$ cat config.mk
export PLATFORM = sky130hd
export DESIGN_NAME = fifo_stream_pop
export DESIGN_NICKNAME = d
export VERILOG_FILES = /design/src/rtl/fifo_stream_pop.sv
export SDC_FILE = /design/constraint.sdc
export NUM_CORES = 1
export LEC_CHECK = 0
export BUFFER_PORTS_ARGS = -buffer_cell sky130_fd_sc_hd__clkbuf_2
export CORE_ASPECT_RATIO = 2
export CORE_MARGIN = 5
export CORE_UTILIZATION = 52
export CTS_CLUSTER_DIAMETER = 30
export DETAILED_ROUTE_END_ITERATION = 8
export GPL_TIMING_DRIVEN = 0
export MAX_ROUTING_LAYER = met4
export PLACE_DENSITY = 0.78
export SLEW_MARGIN = 20
export SYNTH_ARGS = -nofsm -noshare
export SYNTH_HDL_FRONTEND = slang
export SYNTH_SLANG_ARGS = --single-unit
$ cat constraint.sdc
create_clock -name clk -period 2.26 [get_ports clk]
set_input_delay 0.113 -clock clk [delete_from_list [all_inputs] [get_ports clk]]
set_output_delay 0.113 -clock clk [all_outputs]
set_load 0.02 [all_outputs]
$ cat src/rtl/fifo_stream_pop.sv
// fifo_stream_pop: FIFO read-side adapter presenting a registered valid/ready stream via head+skid buffer
module fifo_stream_pop #(
  parameter int WIDTH = 32
) (
  input  logic             clk,
  input  logic             reset,
  input  logic             flush,
  input  logic             fifo_empty,
  input  logic [WIDTH-1:0] fifo_rdata,
  output logic             fifo_read,
  output logic             m_valid,
  input  logic             m_ready,
  output logic [WIDTH-1:0] m_data,
  output logic [1:0]       occ
);
  typedef enum logic [1:0] {EMPTY = 2'd0, ONE = 2'd1, TWO = 2'd2} state_t;
  state_t state, state_n;
  logic [WIDTH-1:0] head, skid, head_n, skid_n;
  logic pop, push;
  assign fifo_read = ~fifo_empty & ~flush & ~reset & (state != TWO);
  assign push = fifo_read;
  assign pop = m_valid & m_ready;
  assign m_valid = state != EMPTY;
  assign m_data = head;
  assign occ = state;
  always_comb begin
    state_n = flush ? EMPTY : state_t'(state + {1'b0, push} - {1'b0, pop});
    head_n = (push & (state == EMPTY | pop)) ? fifo_rdata : (pop & state == TWO) ? skid : head;
    skid_n = (push & ~pop & state == ONE) ? fifo_rdata : skid;
  end
  always_ff @(posedge clk) begin
    if (reset) begin
      state <= EMPTY;
      head <= '0;
      skid <= '0;
    end else begin
      state <= state_n;
      head <= head_n;
      skid <= skid_n;
    end
  end
endmodule

==> impl_metrics.yaml, run 1 <==
outcome:
  outcome: "finished clean"
synth:
  synthTopCellsByCount: "66 x dfxtp_1, 65 x nand2_1, 34 x o21ai_0, 33 x a211oi_1, 33 x a21oi_1"
  synth_top_cell_by_area: "dfxtp_1"
  yosysTopAreaCellShare: 0.459
  yosysMostFrequentCell: "dfxtp_1"
  ys_ff_latch: 66
  ys.flop_type: "dfxtp_1"
  syn_nets: 386
  synthesis.instances: 348
  seq_area_frac_synth: 0.459
  syn_area_um2: 2880
  synth_edf_count: 0
  synth.distinct_cells: 22
  synthArstFlopShare: 0
  avgSynthCellArea_um2: 8.28
  netlist_top_cells_area: "dfxtp_1 46%, a311oi_1 9.7%, a211oi_1 8.6%"
  yosysWarnings: 0
hold_path:
  min_path_type: "primary input to flip-flop"
  whs_endpoint: "skid[6]$_SDFFE_PP0P_"
  holdCritStartpoint: "fifo_rdata[6]"
  min_path_cells: 3
critical_path:
  reg2reg_setup_slack_ns: 0.22
  slowest_stage: "dlygate4sd3_1"
  path_buf_inv: 4
  start_kind: "primary input"
  worstPathArrival_ns: 2.38
  timing.rr.end: "occ[1]$_SDFF_PP0_"
  worst-setup-path-type: "primary input to flip-flop"
  reg2reg_from: "occ[0]$_SDFF_PP0_"
  crit_chain: "dlygate4sd3_1 -> clkbuf_2 -> or3_4 -> buf_6 -> clkbuf_1 -> a21oi_1 -> ha_1 -> or3_1 -> a211oi_1"
  slowest_delay_ns: 0.53
  required_ns: 2.52
  end_kind: "flip-flop"
  crit_path_start: "flush"
  r2r_cells: 6
  cp_top_family: "buffers and inverters"
  crit_path_max_fanout: 10
power:
  seq_power_share: 0.463
  p_int_w: 0.00199
  p_comb_frac: 0.092
  p_per_area_nw_per_um2: 731
  clock_power_share: 0.445
  ir_drop_uv: 599
  sw_frac_of_total: 0.239
  p_leak_nw: 1.29
  switchingPower_w: 0.000626
die:
  die_x_um: 62.6
  initial_utilization: 0.531
  fp.coreArea_um2: 5420
  die_h_um: 115
  rows: 38
  die_area_um2: 7220
  io_pins: 73
timing:
  layout_min_cycle_time_ns: 2.13
  finalSetupTns_ns: 0
  tightest_slew_ns: 0.560
  max_freq_ghz: 0.470
  slew-limit-headroom: 0.624
  rsz0062_at_grt: "false"
  whs_ns: 0.0104
  setup_viol: 0
  clock_skew_ns: 0.0132
  slew_violations: 0
  period_share: 0.941
  hold_viol: 0
drt:
  drc: 0
  drt_wl_total_um: 8560
  wl_per_cell_um: 17.2
  num_vias: 3017
  via_per_inst: 6.06
  drt-initial-drc-count: 167
  drt_pass1_iterations: 5
  ant_nets: 0
clock_network:
  clkTransAtPathRegs_ns: 0.07
  cts-root-buf: "clkbuf_8"
  cts_sinks: 66
  tritoncts: "yes"
  cts_setup_buffers: 0
  cts_buffers: 9
  worstSkewPairLatency_ns: 0.35
  cts_buffer_depth: 2
  cts_max_level: 3
global_routing:
  grt_pass1_wl_um: 14000
  overflow: 0
  grtUsageTotal: 0.247
  grt_pass1_vias: 3095
  grt_max_degree: 12
  antenna_found_initial: 0
run:
  max_cap_violations: 0
finish:
  area_delta_synth_final_pct: 24.1
  drive_above_1_share: 0.235
  diodes: 0
  finalNetCount: 471
  final_cells: 498
place:
  dpl.cell_count: 480
  place.gp.congestion: 0.905
  portBuffers: 72
  place_hpwl_um: 6070
[worst max-delay path by stage]
stage	end	cells after the start
after floorplan	occ[1]$_SDFF_PP0_	6
after global placement	occ[1]$_SDFF_PP0_	6
after detailed placement	occ[1]$_SDFF_PP0_	6
after CTS	occ[1]$_SDFF_PP0_	6
after global routing	fifo_read	7
final	occ[1]$_SDFF_PP0_	9
[worst register-to-register path, delay by kind of cell, from the launching register on]
| kind | cells | cell delay (ns) |
|---|---|---|
| AND/OR/NAND/NOR | 2 | 0.63 |
| flip-flops | 1 | 0.43 |
| AO/OA/AOI/OAI | 2 | 0.39 |
| buffers and inverters | 1 | 0.30 |
| adder cells (fa/ha/maj) | 1 | 0.21 |
[power groups by stage]
| stage | sequential (W) | clock (W) | combinational, W |
|---|---|---|---|
| after global placement | 0.00124 | 0 | 0.000234 |
| final | 0.00121 | 0.00116 | 0.000240 |
| after floorplan | 0.00127 | 0 | 0.0000941 |
| after global routing | 0.00121 | 0.00123 | 0.000260 |
| after detailed placement | 0.00124 | 0 | 0.000236 |
| after CTS | 0.00121 | 0.00117 | 0.000239 |
[registers in the layout (all words and copies together), names as in the netlist]
| signal | count |
|---|---|
| m_data | 32 |
| skid | 32 |
| occ | 2 |
[cell families (layout without fill, tap and decap cells)]
family | after synthesis | count (layout) | share of synthesized area
adder cells (fa/ha/maj) | 1 | 1 | 0.00434
AND/OR/NAND/NOR | 106 | 106 | 0.164
buffers and inverters | 42 | 132 | 0.0678
AO/OA/AOI/OAI | 133 | 133 | 0.305
flip-flops | 66 | 66 | 0.459
[area by class of cell]
| type | instances | area [µm²] |
|---|---|---|
| clock buffer | 12 | 165 |
| fill | 517 | 1850 |
| multi-input combinational | 240 | 1360 |
| inverter | 2 | 7.51 |
| clock inverter | 4 | 72.6 |
| buffer | 40 | 189 |
| tap | 60 | 75.1 |
| sequential | 66 | 1320 |
| timing repair buffer | 74 | 380 |
[cell usage in the layout, fill, tap and decap left out, types with 2 or more instances in the layout]
master / netlist / routed
clkbuf_2: 0 / 73
dfxtp_1: 66 / 66
nand2_1: 65 / 65
o21ai_0: 34 / 34
a21oi_1: 33 / 33
a211oi_1: 33 / 33
a311oi_1: 32 / 32
nand3_1: 32 / 32
clkbuf_1: 29 / 28
clkbuf_8: 0 / 12
buf_2: 6 / 6
buf_6: 4 / 4
inv_1: 2 / 2
nor3b_1: 2 / 2
bufinv_16: 0 / 2
dlygate4sd3_1: 0 / 2
[per-layer routing]
metal,up-vias,wire (µm),share of wire,track usage
li1,1458,-,-,-
met1,1404,3280,0.38,0.252
met2,131,4480,0.52,0.421
met3,24,541,0.063,0.0616
met4,0,256,0.030,0.152
met5,-,0,0,-
[through the flow]
stage               power [W]  cell area [µm²]  worst slack [ns]   util
floorplan             0.00137             2880             0.323      -
global placement      0.00147             3320             0.149  0.612
detailed placement    0.00147             3320            0.0961  0.612
CTS                   0.00262             3570            0.0509  0.659
global route          0.00270             3570            0.0753  0.660
finish                0.00261             3570             0.134  0.660
[timing repair]
action,in CTS,in global routing
resized for setup,0,2
endpoints found under the hold margin,3,0
hold buffers,2,0
endpoints found under the setup margin,0,1
Note: power is estimated with default switching activity, not from simulation.
==> run 2: changes to the inputs <==
--- a/config.mk
+++ b/config.mk
@@ -7,7 +7,6 @@
 export LEC_CHECK = 0
 export BUFFER_PORTS_ARGS = -buffer_cell sky130_fd_sc_hd__clkbuf_2
 export CORE_ASPECT_RATIO = 2
-export CORE_MARGIN = 5
 export CORE_UTILIZATION = 52
 export CTS_CLUSTER_DIAMETER = 30
 export DETAILED_ROUTE_END_ITERATION = 8
==> impl_metrics.yaml, run 2 (synthesis gave the netlist of run 1 again) <==
drt:
  via_per_inst: 6.14
  wl_per_cell_um: 16.6
  num_vias: 3054
  drt_wl_total_um: 8250
  drt_pass1_iterations: 6
  ant_nets: 0
  drt-initial-drc-count: 118
  drc: 0
die:
  fp.coreArea_um2: 5370
  initial_utilization: 0.536
  die_x_um: 54.6
  rows: 38
  io_pins: 73
  die_h_um: 107
  die_area_um2: 5860
critical_path:
  r2r_cells: 6
  reg2reg_from: "occ[0]$_SDFF_PP0_"
  start_kind: "primary input"
  required_ns: 2.15
  timing.rr.end: "occ[1]$_SDFF_PP0_"
  reg2reg_setup_slack_ns: 0.23
  worst-setup-path-type: "primary input to output port"
  worstPathArrival_ns: 1.99
  crit_path_max_fanout: 10
  crit_path_end: "fifo_read"
  crit_path_start: "flush"
  end_kind: "output port"
power:
  p_per_area_nw_per_um2: 697
  ir_drop_uv: 614
  p_leak_nw: 1.27
timing:
  finalSetupTns_ns: 0
  slew-limit-headroom: 0.631
  hold_viol: 0
  period_share: 0.931
  slew_violations: 0
  layout_min_cycle_time_ns: 2.10
  clock_skew_ns: 0.00918
  max_freq_ghz: 0.475
  tightest_slew_ns: 0.549
  setup_viol: 0
  rsz0062_at_grt: "false"
finish:
  diodes: 0
  finalNetCount: 470
  drive_above_1_share: 0.229
  mostFrequentLayoutCell: "clkbuf_2"
  final_cell_mix: "73 x clkbuf_2, 66 x dfxtp_1, 65 x nand2_1"
  area_delta_synth_final_pct: 22.4
  final_area_um2: 3520
outcome:
  outcome: "finished clean"
global_routing:
  grt_pass1_wl_um: 12700
  antenna_found_initial: 0
  grt_pass1_vias: 2867
  grtUsageTotal: 0.308
  grt_max_degree: 11
  overflow: 0
hold_path:
  min_path_type: "primary input to flip-flop"
  min_path_cells: 3
clock_network:
  cts-root-buf: "clkbuf_8"
  tritoncts: "yes"
  cts_buffers: 9
  cts_buffer_depth: 2
  cts_sinks: 66
  worstSkewPairLatency_ns: 0.35
  cts_setup_buffers: 0
  cts_max_level: 3
  clkTransAtPathRegs_ns: 0.07
run:
  max_cap_violations: 0
place:
  place.gp.congestion: 0.907
  portBuffers: 72
  place_hpwl_um: 5840
  placedInstanceArea_um2: 3320
run 2: cell types whose count changed in the layout (fill, tap and decap cells not counted):
cell / delta
dlygate4sd3_1: -1
clkbuf_1: +3
clkbuf_8: -1
bufinv_16: -1
clkinvlp_4: -1
run 2: layer usage:
layer | part of all wire | track usage | wire [µm] | vias up
met5 | 0 | - | 0 | -
met4 | 0.032 | 0.148 | 265 | 0
met3 | 0.060 | 0.0791 | 494 | 27
met2 | 0.52 | 0.500 | 4270 | 141
met1 | 0.39 | 0.330 | 3220 | 1428
li1 | - | - | - | 1458
run 2: repair_timing:
action,4_1_cts,5_1_grt
hold endpoints to repair,2,0
endpoints found under the setup margin,0,1
resized for setup,0,2
hold buffers,1,0
run 2: critical path, stage by stage:
cell           delay (ns)
dlygate4sd3_1        0.54
clkbuf_2             0.15
or3_4                0.39
buf_6                0.15
clkbuf_1             0.21
a21oi_1              0.23
clkbuf_2             0.21
run 2: layout make-up:
type                    instances  area [µm²]
fillers                       490        1850
multi-input cells             240        1360
flip-flops and latches         66        1320
repair buffers                 73         370
plain buffers                  40         189
clock buffers                  14         163
well taps                      60        75.1
clock inverters                 2        35.0
inverters                       2        7.51
run 2: power breakdown:
| part | internal [W] | leakage [nW] | switching (W) |
|---|---|---|---|
| registers | 0.00119 | 0.536 | 0.0000166 |
| clock network | 0.000570 | 0.101 | 0.000438 |
| logic | 0.0000846 | 0.634 | 0.000154 |
| total | 0.00185 | 1.27 | 0.000609 |
run 2: how the worst min path moves through the flow:
stage	slack (ns)	start	end
finish	0.01	fifo_rdata[26]	skid[26]$_SDFFE_PP0P_
global route	0.02	fifo_rdata[28]	skid[28]$_SDFFE_PP0P_
floorplan	0.19	flush	occ[0]$_SDFF_PP0_
detailed placement	0.35	flush	occ[1]$_SDFF_PP0_
global placement	0.35	flush	occ[1]$_SDFF_PP0_
CTS	0.005	fifo_rdata[1]	skid[1]$_SDFFE_PP0P_
run 2: stage by stage:
stage               worst slack [ns]  power (W)   util  std cells  hold slack [ns]
global placement               0.169    0.00147  0.617        480            0.346
finish                         0.156    0.00246  0.656        497           0.0120
floorplan                      0.323    0.00137      -        348            0.189
detailed placement            0.0967    0.00147  0.617        480            0.351
CTS                           0.0696    0.00246  0.656        497          0.00474
global route                  0.0904    0.00253  0.656        497           0.0156
